==> config.mk <==
export PLATFORM = sky130hd
export DESIGN_NAME = seg7_scan_driver
export DESIGN_NICKNAME = d
export VERILOG_FILES = /design/src/rtl/seg7_pkg.sv /design/src/rtl/bin2bcd_seq.sv /design/src/rtl/seg7_scan_driver.sv
export SDC_FILE = /design/constraint.sdc
export NUM_CORES = 1
export LEC_CHECK = 0
export ABC_CLOCK_PERIOD_IN_PS = 2100
export CORE_ASPECT_RATIO = 1.5
export CORE_MARGIN = 4
export CORE_UTILIZATION = 40
export CTS_BUF_LIST = sky130_fd_sc_hd__clkbuf_8
export CTS_CLUSTER_DIAMETER = 80
export DETAILED_ROUTE_END_ITERATION = 7
export PLACE_DENSITY_LB_ADDON = 0.12
export SYNTH_ARGS = -nofsm -noshare
export SYNTH_HDL_FRONTEND = slang
export SYNTH_SLANG_ARGS = --single-unit
==> constraint.sdc <==
create_clock -name clk -period 2.1 [get_ports clk]
set_input_delay 0.42 -clock clk [delete_from_list [all_inputs] [get_ports clk]]
set_output_delay 0.42 -clock clk [all_outputs]
set_load 0.005 [all_outputs]
==> src/rtl/seg7_pkg.sv <==
// Shared definitions for the seven-segment scan driver:
// segment codes, converter states and the nibble decoder.
package seg7_pkg;

    localparam logic [6:0] SEG_0     = 7'b1000000;
    localparam logic [6:0] SEG_1     = 7'b1111001;
    localparam logic [6:0] SEG_2     = 7'b0100100;
    localparam logic [6:0] SEG_3     = 7'b0110000;
    localparam logic [6:0] SEG_4     = 7'b0011001;
    localparam logic [6:0] SEG_5     = 7'b0010010;
    localparam logic [6:0] SEG_6     = 7'b0000010;
    localparam logic [6:0] SEG_7     = 7'b1111000;
    localparam logic [6:0] SEG_8     = 7'b0000000;
    localparam logic [6:0] SEG_9     = 7'b0010000;
    localparam logic [6:0] SEG_DASH  = 7'b0111111;
    localparam logic [6:0] SEG_BLANK = 7'b1111111;
    localparam logic [6:0] SEG_ERR   = 7'b0000110;

    typedef enum logic [1:0] {
        ST_IDLE,
        ST_SHIFT,
        ST_COMMIT
    } conv_state_e;

    function automatic logic [6:0] seg7_decode(input logic [3:0] nib);
        logic [6:0] seg;
        case (nib)
            4'd0:    seg = SEG_0;
            4'd1:    seg = SEG_1;
            4'd2:    seg = SEG_2;
            4'd3:    seg = SEG_3;
            4'd4:    seg = SEG_4;
            4'd5:    seg = SEG_5;
            4'd6:    seg = SEG_6;
            4'd7:    seg = SEG_7;
            4'd8:    seg = SEG_8;
            4'd9:    seg = SEG_9;
            default: seg = SEG_ERR;
        endcase
        return seg;
    endfunction

endpackage

==> src/rtl/bin2bcd_seq.sv <==
// Sequential double-dabble converter, one input bit per cycle,
// with a guard nibble and a sticky flag for digits lost off the top.
module bin2bcd_seq
    import seg7_pkg::*;
#(
    parameter int VAL_W  = 27,
    parameter int DIGITS = 8
) (
    input  logic                  clk,
    input  logic                  rst,
    input  logic                  start,
    input  logic [VAL_W-1:0]      val,
    output logic                  busy,
    output logic                  done,
    output logic                  ovf,
    output logic [4*DIGITS-1:0]   bcd
);

    localparam int ACC_W = 4 * DIGITS + 4;
    localparam int CNT_W = $clog2(VAL_W + 1);

    conv_state_e        state_q, state_d;
    logic [VAL_W-1:0]   sh_q, sh_d;
    logic [ACC_W-1:0]   acc_q, acc_d;
    logic [CNT_W-1:0]   cnt_q, cnt_d;
    logic               spill_q, spill_d;
    logic [ACC_W-1:0]   adj;

    always_ff @(posedge clk or negedge rst) begin
        if (!rst) begin
            state_q <= ST_IDLE;
            sh_q    <= '0;
            acc_q   <= '0;
            cnt_q   <= '0;
            spill_q <= 1'b0;
        end else begin
            state_q <= state_d;
            sh_q    <= sh_d;
            acc_q   <= acc_d;
            cnt_q   <= cnt_d;
            spill_q <= spill_d;
        end
    end

    always_comb begin
        adj = acc_q;
        for (int n = 0; n <= DIGITS; n++) begin
            if (acc_q[4*n +: 4] >= 4'd5)
                adj[4*n +: 4] = acc_q[4*n +: 4] + 4'd3;
        end
    end

    always_comb begin
        state_d = state_q;
        sh_d    = sh_q;
        acc_d   = acc_q;
        cnt_d   = cnt_q;
        spill_d = spill_q;
        unique case (state_q)
            ST_IDLE: begin
                if (start) begin
                    sh_d    = val;
                    acc_d   = '0;
                    cnt_d   = '0;
                    spill_d = 1'b0;
                    state_d = ST_SHIFT;
                end
            end
            ST_SHIFT: begin
                acc_d   = {adj[ACC_W-2:0], sh_q[VAL_W-1]};
                sh_d    = sh_q << 1;
                spill_d = spill_q | adj[ACC_W-1];
                cnt_d   = cnt_q + 1'b1;
                if (cnt_q == CNT_W'(VAL_W - 1))
                    state_d = ST_COMMIT;
            end
            ST_COMMIT: state_d = ST_IDLE;
            default:   state_d = ST_IDLE;
        endcase
    end

    assign busy = (state_q != ST_IDLE);
    assign done = (state_q == ST_COMMIT);
    // Lower nibbles are valid BCD, so any guard content means >= 10^DIGITS.
    assign ovf  = spill_q | (|acc_q[ACC_W-1 -: 4]);
    assign bcd  = acc_q[4*DIGITS-1:0];

endmodule

==> src/rtl/seg7_scan_driver.sv <==
// Multiplexed common-anode seven-segment driver: free-running BCD
// conversion, display register, digit scanner and registered decode.
module seg7_scan_driver
    import seg7_pkg::*;
#(
    parameter int DIGITS      = 8,
    parameter int VAL_W       = 27,
    parameter int REFRESH_DIV = 65536
) (
    input  logic              clk,
    input  logic              rst,
    input  logic [VAL_W-1:0]  val,
    input  logic              blank_lz,
    input  logic [DIGITS-1:0] dp_mask,
    output logic [6:0]        out,
    output logic              dp,
    output logic [DIGITS-1:0] anod_select,
    output logic              busy
);

    localparam int CNT_W = $clog2(REFRESH_DIV);
    localparam int IDX_W = (DIGITS > 1) ? $clog2(DIGITS) : 1;

    logic                  conv_done;
    logic                  conv_ovf;
    logic [4*DIGITS-1:0]   conv_bcd;

    logic [CNT_W-1:0]      cnt_q, cnt_d;
    logic [IDX_W-1:0]      idx_q, idx_d;
    logic [4*DIGITS-1:0]   disp_q, disp_d;
    logic                  ovf_q, ovf_d;
    logic [6:0]            seg_q, seg_d;
    logic                  dp_q, dp_d;
    logic [DIGITS-1:0]     an_q, an_d;
    logic [3:0]            nib;
    logic                  upper_nz;

    bin2bcd_seq #(
        .VAL_W  (VAL_W),
        .DIGITS (DIGITS)
    ) u_conv (
        .clk   (clk),
        .rst   (rst),
        .start (1'b1),
        .val   (val),
        .busy  (busy),
        .done  (conv_done),
        .ovf   (conv_ovf),
        .bcd   (conv_bcd)
    );

    always_ff @(posedge clk or negedge rst) begin
        if (!rst) begin
            cnt_q  <= '0;
            idx_q  <= '0;
            disp_q <= '0;
            ovf_q  <= 1'b0;
            seg_q  <= SEG_BLANK;
            dp_q   <= 1'b1;
            an_q   <= '1;
        end else begin
            cnt_q  <= cnt_d;
            idx_q  <= idx_d;
            disp_q <= disp_d;
            ovf_q  <= ovf_d;
            seg_q  <= seg_d;
            dp_q   <= dp_d;
            an_q   <= an_d;
        end
    end

    always_comb begin
        cnt_d = cnt_q + 1'b1;
        idx_d = idx_q;
        if (cnt_q == CNT_W'(REFRESH_DIV - 1)) begin
            cnt_d = '0;
            if (idx_q == IDX_W'(DIGITS - 1))
                idx_d = '0;
            else
                idx_d = idx_q + 1'b1;
        end
    end

    // Overflowed results leave the last good value in the register.
    always_comb begin
        disp_d = disp_q;
        ovf_d  = ovf_q;
        if (conv_done) begin
            ovf_d = conv_ovf;
            if (!conv_ovf)
                disp_d = conv_bcd;
        end
    end

    always_comb begin
        nib      = disp_q[{idx_q, 2'b00} +: 4];
        upper_nz = 1'b0;
        for (int j = 0; j < DIGITS; j++) begin
            if (IDX_W'(j) >= idx_q && disp_q[4*j +: 4] != 4'd0)
                upper_nz = 1'b1;
        end
    end

    always_comb begin
        seg_d = seg7_decode(nib);
        dp_d  = ~dp_mask[idx_q];
        an_d  = ~(DIGITS'(1) << idx_q);
        if (ovf_q) begin
            seg_d = SEG_DASH;
            dp_d  = 1'b1;
        end else if (blank_lz && idx_q != '0 && !upper_nz) begin
            seg_d = SEG_BLANK;
        end
    end

    assign out         = seg_q;
    assign dp          = dp_q;
    assign anod_select = an_q;

endmodule

==> flow_summary.yaml, run 1 <==
floorplan:
  die_h_um: 169
  initial_utilization: 0.411
  die_x_um: 116
  core_area_um2: 16900
  ioPinCount: 55
  placementRows: 58
  die_area_um2: 19600
yosys:
  ys_async_sr_fraction: 1.00
  avgSynthCellArea_um2: 10.4
  synth-seq-cells: 139
  syn-num-nets: 735
  ys_types: 46
  synthCells: 665
  syn_area_um2: 6950
  synthFlopType: "dfrtp_1"
  ys_warn_count: 0
  synth-seq-area-share: 0.504
  synth_edf_count: 0
setup_path:
  critical_path_class: "reg -> reg"
  cp-end-kind: "flop"
  crit_required_ns: 2.47
  arrival_ns: 2.34
  crit_fanout: 4
  start_kind: "flop"
placed_design:
  port-buffer-count: 54
  place_congestion: 0.784
  dp_slack_ns: 0.0753
  dp_hpwl_um: 9900
routing:
  post_drt_wl_per_cell_um: 14.6
  viasPerCell: 5.18
  dr_total_vias: 4912
  first_pass_iters: 5
  wirelength_um: 13900
  route.detailed.drc: 0
  postRouteAntennaNets: 0
  drt_iter0_drc: 244
timing:
  worst_pin_slew_ns: 0.553
  hold_viol: 0
  maxClockFrequency_mhz: 509
  finalSetupViolCount: 0
  relSlewSlack: 0.631
  final.setup.tns_ns: 0
  setup_slack_ns: 0.136
  grt_setup_unrepaired: "false"
  min_period_ns: 1.96
  fin_crit_sh: 0.935
  fin_worst_skew_ns: 0.0108
  slew_violations: 0
finish:
  n_antenna_cell: 0
  synthToLayoutAreaGrowth_pct: 17.4
  drive_gt1_frac: 0.143
  fin_nets: 796
clocking:
  clock_tree.root_cell: "clkbuf_8"
  cts_tree: "built"
  clk_latency_ns: 0.44
  clockBufferDepth: 2
  post_cts_buffers: 0
  clk_pin_slew_ns: 0.08
  cts_buffers: 17
  cts_max_level: 4
  clock-sinks: 139
global_routing:
  antenna_found_initial: 0
  grt_pass1_wl_um: 24000
  gr-total-overflow: 0
  grt_max_degree: 69
  grtUsageTotal: 0.153
  grt_pass1_vias: 4981
hold_path:
  hold_path.class: "in -> async"
power:
  total_power_mw: 7.14
  ir_drop_v: 0.000728
  power.density_nw_per_um2: 876
  p_leak_nw: 3.73
flow_run:
  drv_cap: 0
run_status:
  status: "finished, final reports clean"
## through the flow
| stage | cells | hold WS [ns] | instance area [µm²] | utilization |
|---|---|---|---|---|
| global route | 949 | 0.404 | 8160 | 0.482 |
| floorplan | 665 | 0.124 | 6950 | - |
| finish | 949 | 0.417 | 8160 | 0.482 |
| CTS | 949 | 0.385 | 8150 | 0.482 |
| global placement | 916 | 0.318 | 7760 | 0.459 |
| detailed placement | 916 | 0.318 | 7760 | 0.459 |
## cell families after synthesis
kind of cell | after synthesis | share of synthesized area
and+or+nand+nor | 191 | 0.122
muxes | 60 | 0.113
buffers and inverters | 64 | 0.0398
DFF | 139 | 0.504
adders and majority gates | 32 | 0.0576
AOI/OAI and AO/OA | 148 | 0.125
xor gates and xnor gates | 31 | 0.0391
## report_power, final
| group | leakage, nW | internal, mW | switching, mW |
|---|---|---|---|
| clock network | 0.197 | 1.07 | 1.03 |
| logic | 1.76 | 0.823 | 0.752 |
| registers | 1.78 | 3.11 | 0.356 |
## cell usage after synthesis (14+ instances only)
master / count / area, µm²
mux2i_1: 27 / 270
nor2_1: 36 / 135
inv_1: 32 / 120
o21ai_0: 88 / 440
dfrtp_1: 123 / 3080
nand2_1: 103 / 387
clkbuf_1: 22 / 82.6
xnor2_1: 17 / 149
mux2_2: 21 / 236
a21oi_1: 23 / 115
xor2_1: 14 / 123
dfstp_2: 16 / 420
ha_1: 32 / 400
## cell type report
| class | count | area [µm²] |
|---|---|---|
| clock buffers | 18 | 248 |
| clock inverters | 14 | 133 |
| fillers | 1613 | 8750 |
| inverters | 32 | 120 |
| multi-input cells | 462 | 3170 |
| flip-flops and latches | 139 | 3500 |
| well taps | 210 | 263 |
| repair buffers | 74 | 718 |
## sequential cells by signal, summed over array words and instances, names as in the netlist
signal	cells
u_conv.acc_q	36
disp_q	32
u_conv.sh_q	27
cnt_q	16
anod_select	8
out	7
u_conv.cnt_q	5
idx_q	3
u_conv.state_q	2
dp	1
ovf_q	1
u_conv.spill_q	1
## worst paths after layout
| kind | to | cells past startpoint | slack [ns] | start |
|---|---|---|---|---|
| setup / recovery | out[3] | 7 | 0.14 | idx_q[0] |
| hold / removal | cnt_q[15] | 2 | 0.42 | rst |
| setup reg to reg | out[3] | 7 | 0.14 | idx_q[0] |
| hold reg to reg | cnt_q[10] | 1 | 0.48 | cnt_q[10] |
| max in group asynchronous | u_conv.state_q[0] | 3 | 1.01 | rst |
| min in group clk | cnt_q[10] | 1 | 0.48 | cnt_q[10] |
## placed cells by master, fill, tap and decap left out, types with 12 or more instances in the layout
cell               n
clkbuf_8          18
dfrtp_1          119
xnor2_1           17
nand2b_1          13
ha_1              32
a21oi_1           23
mux2_2            21
buf_4             17
nor2_1            36
a22o_1            12
dfstp_2           16
inv_1             34
mux2i_1           27
clkdlybuf4s50_1   52
xor2_1            14
o21ai_0           87
nand2_1          103
## timing repair
| item | CTS | global route |
|---|---|---|
| resized for setup | 1 | 3 |
| endpoints found under the hold margin | 13 | 0 |
| setup endpoints to repair | 1 | 6 |
| hold buffers | 1 | 0 |
## worst max-delay path: stages, from the launching register on
cell and delay [ns]:
dfrtp_2 0.43, mux4_2 0.52, mux2_2 0.33, inv_1 0.09
ha_1 0.25, nor2_1 0.12, a21oi_1 0.05, o21ai_1 0.11
## metal layers
metal | global-route usage | vias to the layer above | part of all wire
met5 | 0 | - | 0
met4 | 0.0623 | 0 | 0.016
met3 | 0.0357 | 16 | 0.039
met2 | 0.256 | 104 | 0.51
met1 | 0.188 | 2386 | 0.43
li1 | - | 2406 | -
No activity file was read; power rests on OpenSTA's default activity.
==> inputs of run 2 (changes only) <==
--- a/config.mk
+++ b/config.mk
@@ -6,11 +6,10 @@
 export NUM_CORES = 1
 export LEC_CHECK = 0
 export ABC_CLOCK_PERIOD_IN_PS = 2100
-export CORE_ASPECT_RATIO = 1.5
 export CORE_MARGIN = 4
 export CORE_UTILIZATION = 40
-export CTS_BUF_LIST = sky130_fd_sc_hd__clkbuf_8
-export CTS_CLUSTER_DIAMETER = 80
+export CTS_BUF_LIST = sky130_fd_sc_hd__clkbuf_16
+export CTS_CLUSTER_DIAMETER = 150
 export DETAILED_ROUTE_END_ITERATION = 7
 export PLACE_DENSITY_LB_ADDON = 0.12
 export SYNTH_ARGS = -nofsm -noshare
==> flow_summary.yaml, run 2 (synthesis gave the netlist of run 1 again) <==
timing:
  finalSetupViolCount: 0
  fin_crit_sh: 0.954
  fin_worst_skew_ns: 0.00794
  worst_pin_slew_ns: 0.536
  final.setup.tns_ns: 0
  maxClockFrequency_mhz: 499
  min_period_ns: 2.00
  slew_violations: 0
  hold_viol: 0
  relSlewSlack: 0.643
  whs_ns: 0.477
  grt_setup_unrepaired: "false"
setup_path:
  cp-end-kind: "flop"
  crit_buf_inv: 1
  path_depth: 7
  r2r-end: "out[3]"
  path_delay_family: "multiplexers"
  reg2reg_depth: 7
  start_kind: "flop"
  arrival_ns: 2.35
  r2r-start: "idx_q[0]"
  reg2reg_slack_ns: 0.1
  crit_end: "out[3]"
  critical_path_class: "reg -> reg"
  crit_required_ns: 2.44
  crit_chain: "mux4_2, mux2_2, inv_1, ha_1, nor2_1, a21oi_1, o21ai_1"
  crit_fanout: 5
  critPathLaunch: "idx_q[0]"
  crit_path_top_delay_cell: "mux4_2"
  critPathMaxStageDelay_ns: 0.52
run_status:
  status: "finished, final reports clean"
routing:
  drt_iter0_drc: 219
  postRouteAntennaNets: 0
  route.detailed.drc: 0
  viasPerCell: 5.10
  first_pass_iters: 4
  dr_total_vias: 4891
  wirelength_um: 14200
  post_drt_wl_per_cell_um: 14.8
global_routing:
  antenna_found_initial: 0
  grt_max_degree: 50
  grtUsageTotal: 0.153
  grt_pass1_vias: 5037
  gr-total-overflow: 0
  grt_pass1_wl_um: 24500
power:
  power.density_nw_per_um2: 966
  ir_drop_v: 0.000663
  p_leak_nw: 3.85
finish:
  regMostFlops: "u_conv.acc_q"
  fill_cells: 1541
  n_antenna_cell: 0
  seq_area_um2: 3500
  multiInputGateArea_um2: 3170
  synthToLayoutAreaGrowth_pct: 20.9
  reg_top3: "u_conv.acc_q (36), disp_q (32), u_conv.sh_q (27)"
  layout_common_cells: "dfrtp_1 (119), nand2_1 (103), o21ai_0 (87), clkdlybuf4s50_1 (52), inv_1 (37)"
  final_common_cell: "dfrtp_1"
  drive_gt1_frac: 0.138
  largest_reg_flops: 36
  fin_nets: 797
flow_run:
  drv_cap: 0
clocking:
  clk_pin_slew_ns: 0.06
  cts_buffers: 17
  cts_max_level: 4
  clockBufferDepth: 2
  clock_tree.root_cell: "clkbuf_16"
  clk_latency_ns: 0.42
  cts_tree: "built"
  clock-sinks: 139
floorplan:
  initial_utilization: 0.413
  die_h_um: 140
  core_area_um2: 16800
  die_area_um2: 19500
  die_x_um: 140
  placementRows: 47
  ioPinCount: 55
placed_design:
  dp_hpwl_um: 9940
  port-buffer-count: 54
  place_congestion: 0.879
hold_path:
  min_from: "cnt_q[10]"
  hold_path.class: "reg -> reg"
==> run 2: what timing repair did <==
| item | in CTS | in global routing |
|---|---|---|
| pin swaps | 0 | 0 |
| endpoints found under the setup margin | 2 | 3 |
| hold buffers | 1 | 0 |
| endpoints found under the hold margin | 42 | 0 |
| gates resized for setup | 2 | 2 |
| buffers inserted | 0 | 1 |
==> run 2: where the power goes <==
| part | switching (mW) | internal [mW] |
|---|---|---|
| logic | 0.773 | 0.827 |
| registers | 0.369 | 3.12 |
| clock network | 1.08 | 1.94 |
==> run 2: final cells by class <==
cell class,instances,share of cell area
clock buffer,17,0.0507
clock inverter,14,0.0197
inverter,32,0.0143
multi-input combinational,462,0.378
sequential,139,0.417
tap,220,0.0328
timing repair buffer,75,0.0879
==> run 2: how the worst min path moves through the flow <==
stage / end / slack [ns] / cells after the start
3_3_place_gp: cnt_q[8] / 0.39 / 1
2_1_floorplan: cnt_q[0] / 0.12 / 0
4_1_cts: u_conv.sh_q[1] / 0.49 / 2
5_1_grt: u_conv.sh_q[26] / 0.51 / 2
6_report: cnt_q[10] / 0.48 / 1
3_5_place_dp: cnt_q[9] / 0.40 / 1
==> run 2: routing by layer <==
layer / vias to the layer above / track usage / wire [µm]
li1: 2412 / - / -
met1: 2358 / 0.199 / 6650
met2: 103 / 0.248 / 6710
met3: 18 / 0.0443 / 595
met4: 0 / 0.0454 / 240
met5: - / 0 / 0
==> run 2: worst reg2reg max path, stage by stage, from the launching register on <==
cell	delay [ns]
dfrtp_2	0.43
mux4_2	0.52
mux2_2	0.33
inv_1	0.10
ha_1	0.25
nor2_1	0.12
a21oi_1	0.06
o21ai_1	0.13
==> run 2: through the flow <==
stage	total power [mW]	std cells	util	cell area, µm²	worst slack, ns
finish	8.11	959	0.499	8400	0.0975
floorplan	4.54	665	-	6950	0.0816
global placement	5.07	926	0.463	7790	0.0583
CTS	8.21	958	0.499	8390	0.0184
detailed placement	5.13	926	0.463	7790	0.0101
global route	8.58	959	0.499	8400	0.00537
